### config.mk
export PLATFORM = sky130hd
export DESIGN_NAME = down_counter_sched
export DESIGN_NICKNAME = d
export VERILOG_FILES = /design/src/rtl/down_counter_sched.sv
export SDC_FILE = /design/constraint.sdc
export NUM_CORES = 1
export LEC_CHECK = 0
export ABC_AREA = 0
export CORE_MARGIN = 2
export CORE_UTILIZATION = 46
export CTS_CLUSTER_DIAMETER = 120
export CTS_CLUSTER_SIZE = 12
export DETAILED_ROUTE_END_ITERATION = 12
export PLACE_DENSITY = 0.89
export SLEW_MARGIN = 0
export SYNTH_ARGS = -nofsm -noshare
export SYNTH_HDL_FRONTEND = slang
export SYNTH_SLANG_ARGS = --single-unit
### constraint.sdc
create_clock -name clk -period 2.41 [get_ports clk]
set_input_delay 0.6025 -clock clk [delete_from_list [all_inputs] [get_ports clk]]
set_output_delay 0.6025 -clock clk [all_outputs]
set_load 0.03 [all_outputs]
### src/rtl/down_counter_sched.sv
// down_counter_sched: round-robin owner of one shared
// load/decrement counter, one programmable delay per requester.
module down_counter_sched #(
  parameter int NREQ  = 4,
  parameter int WIDTH = 4
) (
  input  logic                  clk,
  input  logic                  rst,
  input  logic [NREQ-1:0]       req,
  input  logic [NREQ*WIDTH-1:0] req_delay,
  input  logic [WIDTH-1:0]      cnt_dout,
  output logic                  cnt_ld,
  output logic [WIDTH-1:0]      cnt_ldvalue,
  output logic [NREQ-1:0]       grant,
  output logic [NREQ-1:0]       done,
  output logic                  busy
);

  localparam int IW = (NREQ > 1) ? $clog2(NREQ) : 1;
  localparam logic [NREQ-1:0] ONE = NREQ'(1);

  typedef enum logic [1:0] {
    IDLE,
    LOAD,
    COUNT,
    DONE
  } state_t;

  state_t         state;
  logic [IW-1:0]  g;
  logic [IW-1:0]  last;
  logic [IW-1:0]  pick;
  logic [IW-1:0]  cand;
  logic           found;
  logic [WIDTH-1:0] dly [NREQ];

  always_comb begin
    for (int i = 0; i < NREQ; i++) begin
      dly[i] = req_delay[i*WIDTH +: WIDTH];
    end
  end

  // First pending index after the last winner, wrapping.
  always_comb begin
    found = 1'b0;
    pick  = last;
    cand  = last;
    for (int k = 1; k <= NREQ; k++) begin
      cand = IW'((int'(last) + k) % NREQ);
      if (!found && req[cand]) begin
        found = 1'b1;
        pick  = cand;
      end
    end
  end

  assign busy = (state != IDLE);

  always_ff @(posedge clk) begin
    if (rst) begin
      state       <= IDLE;
      g           <= '0;
      last        <= IW'(NREQ - 1);
      cnt_ld      <= 1'b0;
      cnt_ldvalue <= '0;
      grant       <= '0;
      done        <= '0;
    end else begin
      unique case (state)
        IDLE: begin
          done <= '0;
          if (found) begin
            state       <= LOAD;
            g           <= pick;
            last        <= pick;
            grant       <= ONE << pick;
            cnt_ld      <= 1'b1;
            cnt_ldvalue <= dly[pick];
          end else begin
            grant       <= '0;
            cnt_ld      <= 1'b0;
            cnt_ldvalue <= '0;
          end
        end
        LOAD: begin
          cnt_ld <= 1'b0;
          if (!req[g]) begin
            state       <= IDLE;
            grant       <= '0;
            cnt_ldvalue <= '0;
          end else begin
            state <= COUNT;
          end
        end
        COUNT: begin
          // A dropped request wins over a simultaneous expiry.
          if (!req[g]) begin
            state       <= IDLE;
            grant       <= '0;
            cnt_ldvalue <= '0;
          end else if (cnt_dout == '0) begin
            state <= DONE;
            done  <= ONE << g;
          end
        end
        DONE: begin
          state       <= IDLE;
          done        <= '0;
          grant       <= '0;
          cnt_ldvalue <= '0;
        end
        default: begin
          state <= IDLE;
        end
      endcase
    end
  end

endmodule
Word level (Yosys, flattened, before mapping):

Index checks and enable logic that the tools add are counted.

* multiplexer cells: 36
* reduce and logical (&&, ||, !) cells: 16
* eq/ne operators: 8
* shifts and indexed selects: 2
* magnitude comparators: 6
* $add $sub $neg: 4
* bitwise gates (word level): 1

Operators with widths (count)
* two-way mux 4 bit: 7
* case mux 4 bit (3 select lines): 2
* two-way mux 2 bit: 8
* < comparator 2 x 3 -> 1 bit, second input constant: 5
* binary-select mux 1 bit (select 2 bit): 5
* two-way mux 1 bit: 10
* binary-select mux 4 bit (select 2 bit): 1
* inequality test 2 bit, second input constant: 4
* case mux 2 bit (4 select lines): 1
* case mux 4 bit (2 select lines): 1
* << shifter 1 x 2 -> 4 bit, first input constant: 2
* nonzero test 2 bit: 3
* adder 2 x 1 -> 2 bit, second input constant: 2
* adder 2 bit, second input constant: 2
* == test 2 bit, second input constant: 2
* zero test 4 bit: 1
* AND reduction 2 bit: 2
* OR reduction 2 bit: 2
* greater-or-equal comparator 3 bit, second input constant: 1
* logical AND 1 bit: 3
* zero test 1 bit: 3
* inequality test 3 bit, second input constant: 1
* inverter 2 -> 3 bit: 1
* AND reduction 3 bit: 1
* other kinds (3): 3

* logic and storage cells: 80
* input bits: 26
* register bits after elaboration: 19
* output and inout port bits: 14

Logic depth before layout (Yosys ltp):

* depth after elaboration: 19
* gate-level depth with buffers: 7
* mapped depth without buffers: 7

Worst setup path before layout:

Ideal clock, no wire load.

* path type: input -> register
* from: in req[3]
* to: reg last[0]
* slack: 707 ps
* stages: 5
* arrival: 1580 ps
* data required time: 2287 ps
* library setup time: 123 ps
* path through: nor2b_1 a21o_1 a221o_1 nor3_1 o21bai_1

* longest elaborated chain between the ends: 13
* elaborated cells between the ends (all ways): 23
* classes of those cells: mux: 16; reduce/logical: 7

RTL lines
* start: declaration: line 9 `input logic [NREQ-1:0] req,`
* binary-select mux 1 bit (select 2 bit): line 50 `if (!found && req[cand]) begin`
* two-way mux 1 bit (implied by the code): line 50
* two-way mux 1 bit: line 50
* zero test 1 bit: line 50
* logical AND 1 bit: line 50
* two-way mux 1 bit: line 50
* zero test 1 bit: line 50
* logical AND 1 bit: line 50
* two-way mux 1 bit: line 50
* zero test 1 bit: line 50
* logical AND 1 bit: line 50
* two-way mux 1 bit: line 50
* AND reduction 2 bit (no line)
* end signal: assignment: line 63 `last <= IW'(NREQ - 1);`
* end signal: assignment: line 75 `last <= pick;`
* end: declaration: line 31 `logic [IW-1:0] last;`

Several ways; a longest one is shown, not always the timed one. The select of a mux whose other input is x is not followed.
A chain may end at the register's enable or synchronous reset.

Worst setup path after layout:

* from: in req[3]
* to: reg cnt_ldvalue[0]

* longest elaborated chain between the ends: 18
* elaborated cells between the ends (all ways): 31
* classes of those cells: eq/ne: 1; mux: 23; bitwise: 1; reduce/logical: 6

RTL lines
* binary-select mux 1 bit (select 2 bit): line 50
* two-way mux 1 bit (implied by the code): line 50
* two-way mux 1 bit: line 50
* zero test 1 bit: line 50
* logical AND 1 bit: line 50
* two-way mux 1 bit: line 50
* zero test 1 bit: line 50
* logical AND 1 bit: line 50
* two-way mux 1 bit: line 50
* zero test 1 bit: line 50
* logical AND 1 bit: line 50
* two-way mux 2 bit: line 50
* inverter 2 -> 3 bit (implied by the code): line 78 `cnt_ldvalue <= dly[pick];`
* binary-select mux 4 bit (select 2 bit): line 78
* two-way mux 4 bit (implied by the code) (2 in series): line 78
* two-way mux 4 bit: line 72 `if (found) begin`
* case mux 4 bit (3 select lines): line 69 `unique case (state)`
* end signal: assignment: line 78
* end: declaration: line 13 `output logic [WIDTH-1:0] cnt_ldvalue,`

Several ways; a longest one is shown, not always the timed one. The select of a mux whose other input is x is not followed.

==> metrics.cfg <==
[outcome]
status=completed

[timing]
max_slew.worst_pin.slew_ns=0.3421
report.final.setup_viol=0
hold_violations=0
finalSetupTns_ns=0
min_period_over_period_pct=87.66
clock_skew_ns=0.004058
fin_hold_ws_ns=0.4628
grt_setup_unrepaired=no
slew_headroom_pct=76.61
layout_setup_ws_ns=0.2975
fmaxAchievable_mhz=473.4
fin_crit_ns=2.113
final_max_slew_viol_count=0

[synthesis]
avgSynthCellArea_um2=8.896
synth_edf_count=0
yosysSeqAreaShare_pct=36.23
synthArstFlopShare_pct=0
syn_area_um2=1050
yosys_most_used_dff=dfxtp_1
ys_ff_latch=19
yosysUniqueCellTypes=39
postSynthCellCount=118
syn-num-nets=147
ys_warn_count=0

[floorplanning]
coreArea_um2=2191
rows=17
start_util_pct=47.92
die_h_um=51.77
dieArea_um2=2680
die_width_um=51.77
ios=40

[clocking]
cts.sinks=19
holdBufCountCts=0
clk_pin_slew_ns=0.10
clk_path_buf_depth=2
cts_buffers=3
htreeDepth=1
cts_setup_buffers=0
cts_resized=0
ctsRootBufferMaster=clkbuf_4
cts_tree=done
clock_latency_ns=0.29

[global_route]
antenna_found_initial=0
grt_max_degree=11
grt_use_total_pct=21.47
overflow=0
grt_pass1_vias=1042
grt_pass1_wl_um=4284

[setup_path]
startpoint=req[3]
critPathBufInv=1
critical_path.startpoint_type=input port
worstPathCellList=clkdlybuf4s50_1, nor2b_1, o21ai_2, nand2_1, a211oi_1, o31ai_1
crit_type=in -> reg
path_max_fanout=10
endpoint_kind=register
r2r_start=g[1]
cpMaxStageDelayCell=clkdlybuf4s50_1
timing.critical_path.max_delay_family=compound AO/OA/AOI/OAI gates
worstPathArrival_ns=2.30
slowest_delay_ns=0.49
worstPathRequired_ns=2.60

[routing]
vias=1115
wirelength_um=2687
ant_nets=0
first_iter_violations=13
firstDrtPassIters=4
viasPerCell=5.807
drc=0
post_drt_wl_per_cell_um=13.99

[power]
worst_ir_drop_vdd_v=0.0003387
power_uw=889.7
leakage_uw=0.0005957
powerDensity_nw_per_um2=580.0

[min_path]
hold_path.startpoint=grant[1]
hold_class=reg -> reg

[placed_design]
dp_cells=188
place_congestion=0.8057
io_buffers=39
hpwl_um=2120
place_ws_ns=0.01679

[layout]
area_delta_synth_final_pct=46.13
stdcell_count=192
layout-drive-gt1-share_pct=12.20
diodes=0
nets=194

[job]
cap_violations=0

sequential cells by signal (all words and copies together) (netlist names):
| name | cells |
|---|---|
| cnt_ldvalue | 4 |
| done | 4 |
| grant | 4 |
| g | 2 |
| last | 2 |
| state | 2 |
| cnt_ld | 1 |
final timing paths:
kind	endpoint	slack [ns]	cells after the start
worst max-delay path	cnt_ldvalue[0]	0.30	6
worst min-delay path	grant[1]	0.46	2
worst max register to register	cnt_ldvalue[0]	0.72	4
worst min register to register	grant[1]	0.46	2
layout by cell type (no fill, tap or decap), types with 2 or more instances in the layout:
cell type and count:
nand2b_1 5, nand2_2 2, a21oi_1 8, nand3_1 2, nand4b_1 2, a211oi_1 8, nand2_1 11, ha_1 3
nand4_1 3, nor3_1 3, inv_1 4, clkdlybuf4s50_1 38, and3_1 9, o31ai_1 4, nor2_1 10, o21bai_1 2
dfxtp_1 19, clkbuf_4 3, buf_4 5
kinds of logic (layout without fill, tap and decap cells):
group                      count (synthesis)  after routing  synth area share, %
and+or+nand+nor                           54             54                30.51
AOI/OAI and AO/OA                         32             32                23.00
DFF                                       19             19                36.23
buffers and inverters                      7             53                2.502
adders and majority gates                  3              3                3.576
muxes                                      3              3                4.171
synthesized netlist by cell type (all sizes together) (3+ instances only):
cell type	number	area share [%]
nand2b	5	3.0
a211oi	8	5.7
dfxtp	19	36
nor3	3	1.4
nand4	3	1.8
o31ai	4	2.9
nor2	11	4.2
ha	3	3.6
and3	9	5.4
a21oi	9	5.4
nand2	13	5.1
inv	5	1.8
per-layer routing:
layer | vias to the layer above | global-route usage, % | share of wire (%)
met2 | 41 | 39.32 | 52
met4 | 0 | 10.96 | 2.9
met5 | - | 0 | 0
met3 | 6 | 3.736 | 5.5
met1 | 528 | 23.48 | 40
li1 | 540 | - | -
area by class of cell:
cell class | instances | area, um2
Fill cell | 179 | 656.9
Multi-Input combinational cell | 92 | 643.1
Timing Repair Buffer | 44 | 430.4
Sequential cell | 19 | 380.4
Tap cell | 28 | 35.03
Clock buffer | 4 | 26.28
Inverter | 5 | 18.77
report_power, final:
group | internal, uW | leakage, uW | switching (uW) | total, uW
Clock | 64.3 | 0.0000150 | 92.1 | 156
Combinational | 165 | 0.000425 | 189 | 355
Sequential | 348 | 0.000156 | 30.3 | 379
Total | 578 | 0.000596 | 312 | 890
tightest hold or removal path: cells and delay by family (launching register included):
| kind | cells | cell delay (ns) |
|---|---|---|
| and+or+nand+nor | 1 | 0.05 |
| DFF | 1 | 0.32 |
| AOI/OAI and AO/OA | 1 | 0.05 |
through the flow:
stage | cell area (um2) | utilization [%]
detailed placement | 1505 | 68.70
finish | 1534 | 70.02
floorplan | 1050 | -
global route | 1534 | 70.02
CTS | 1531 | 69.90
global placement | 1505 | 68.70
Note: power is estimated with default switching activity, not from simulation.
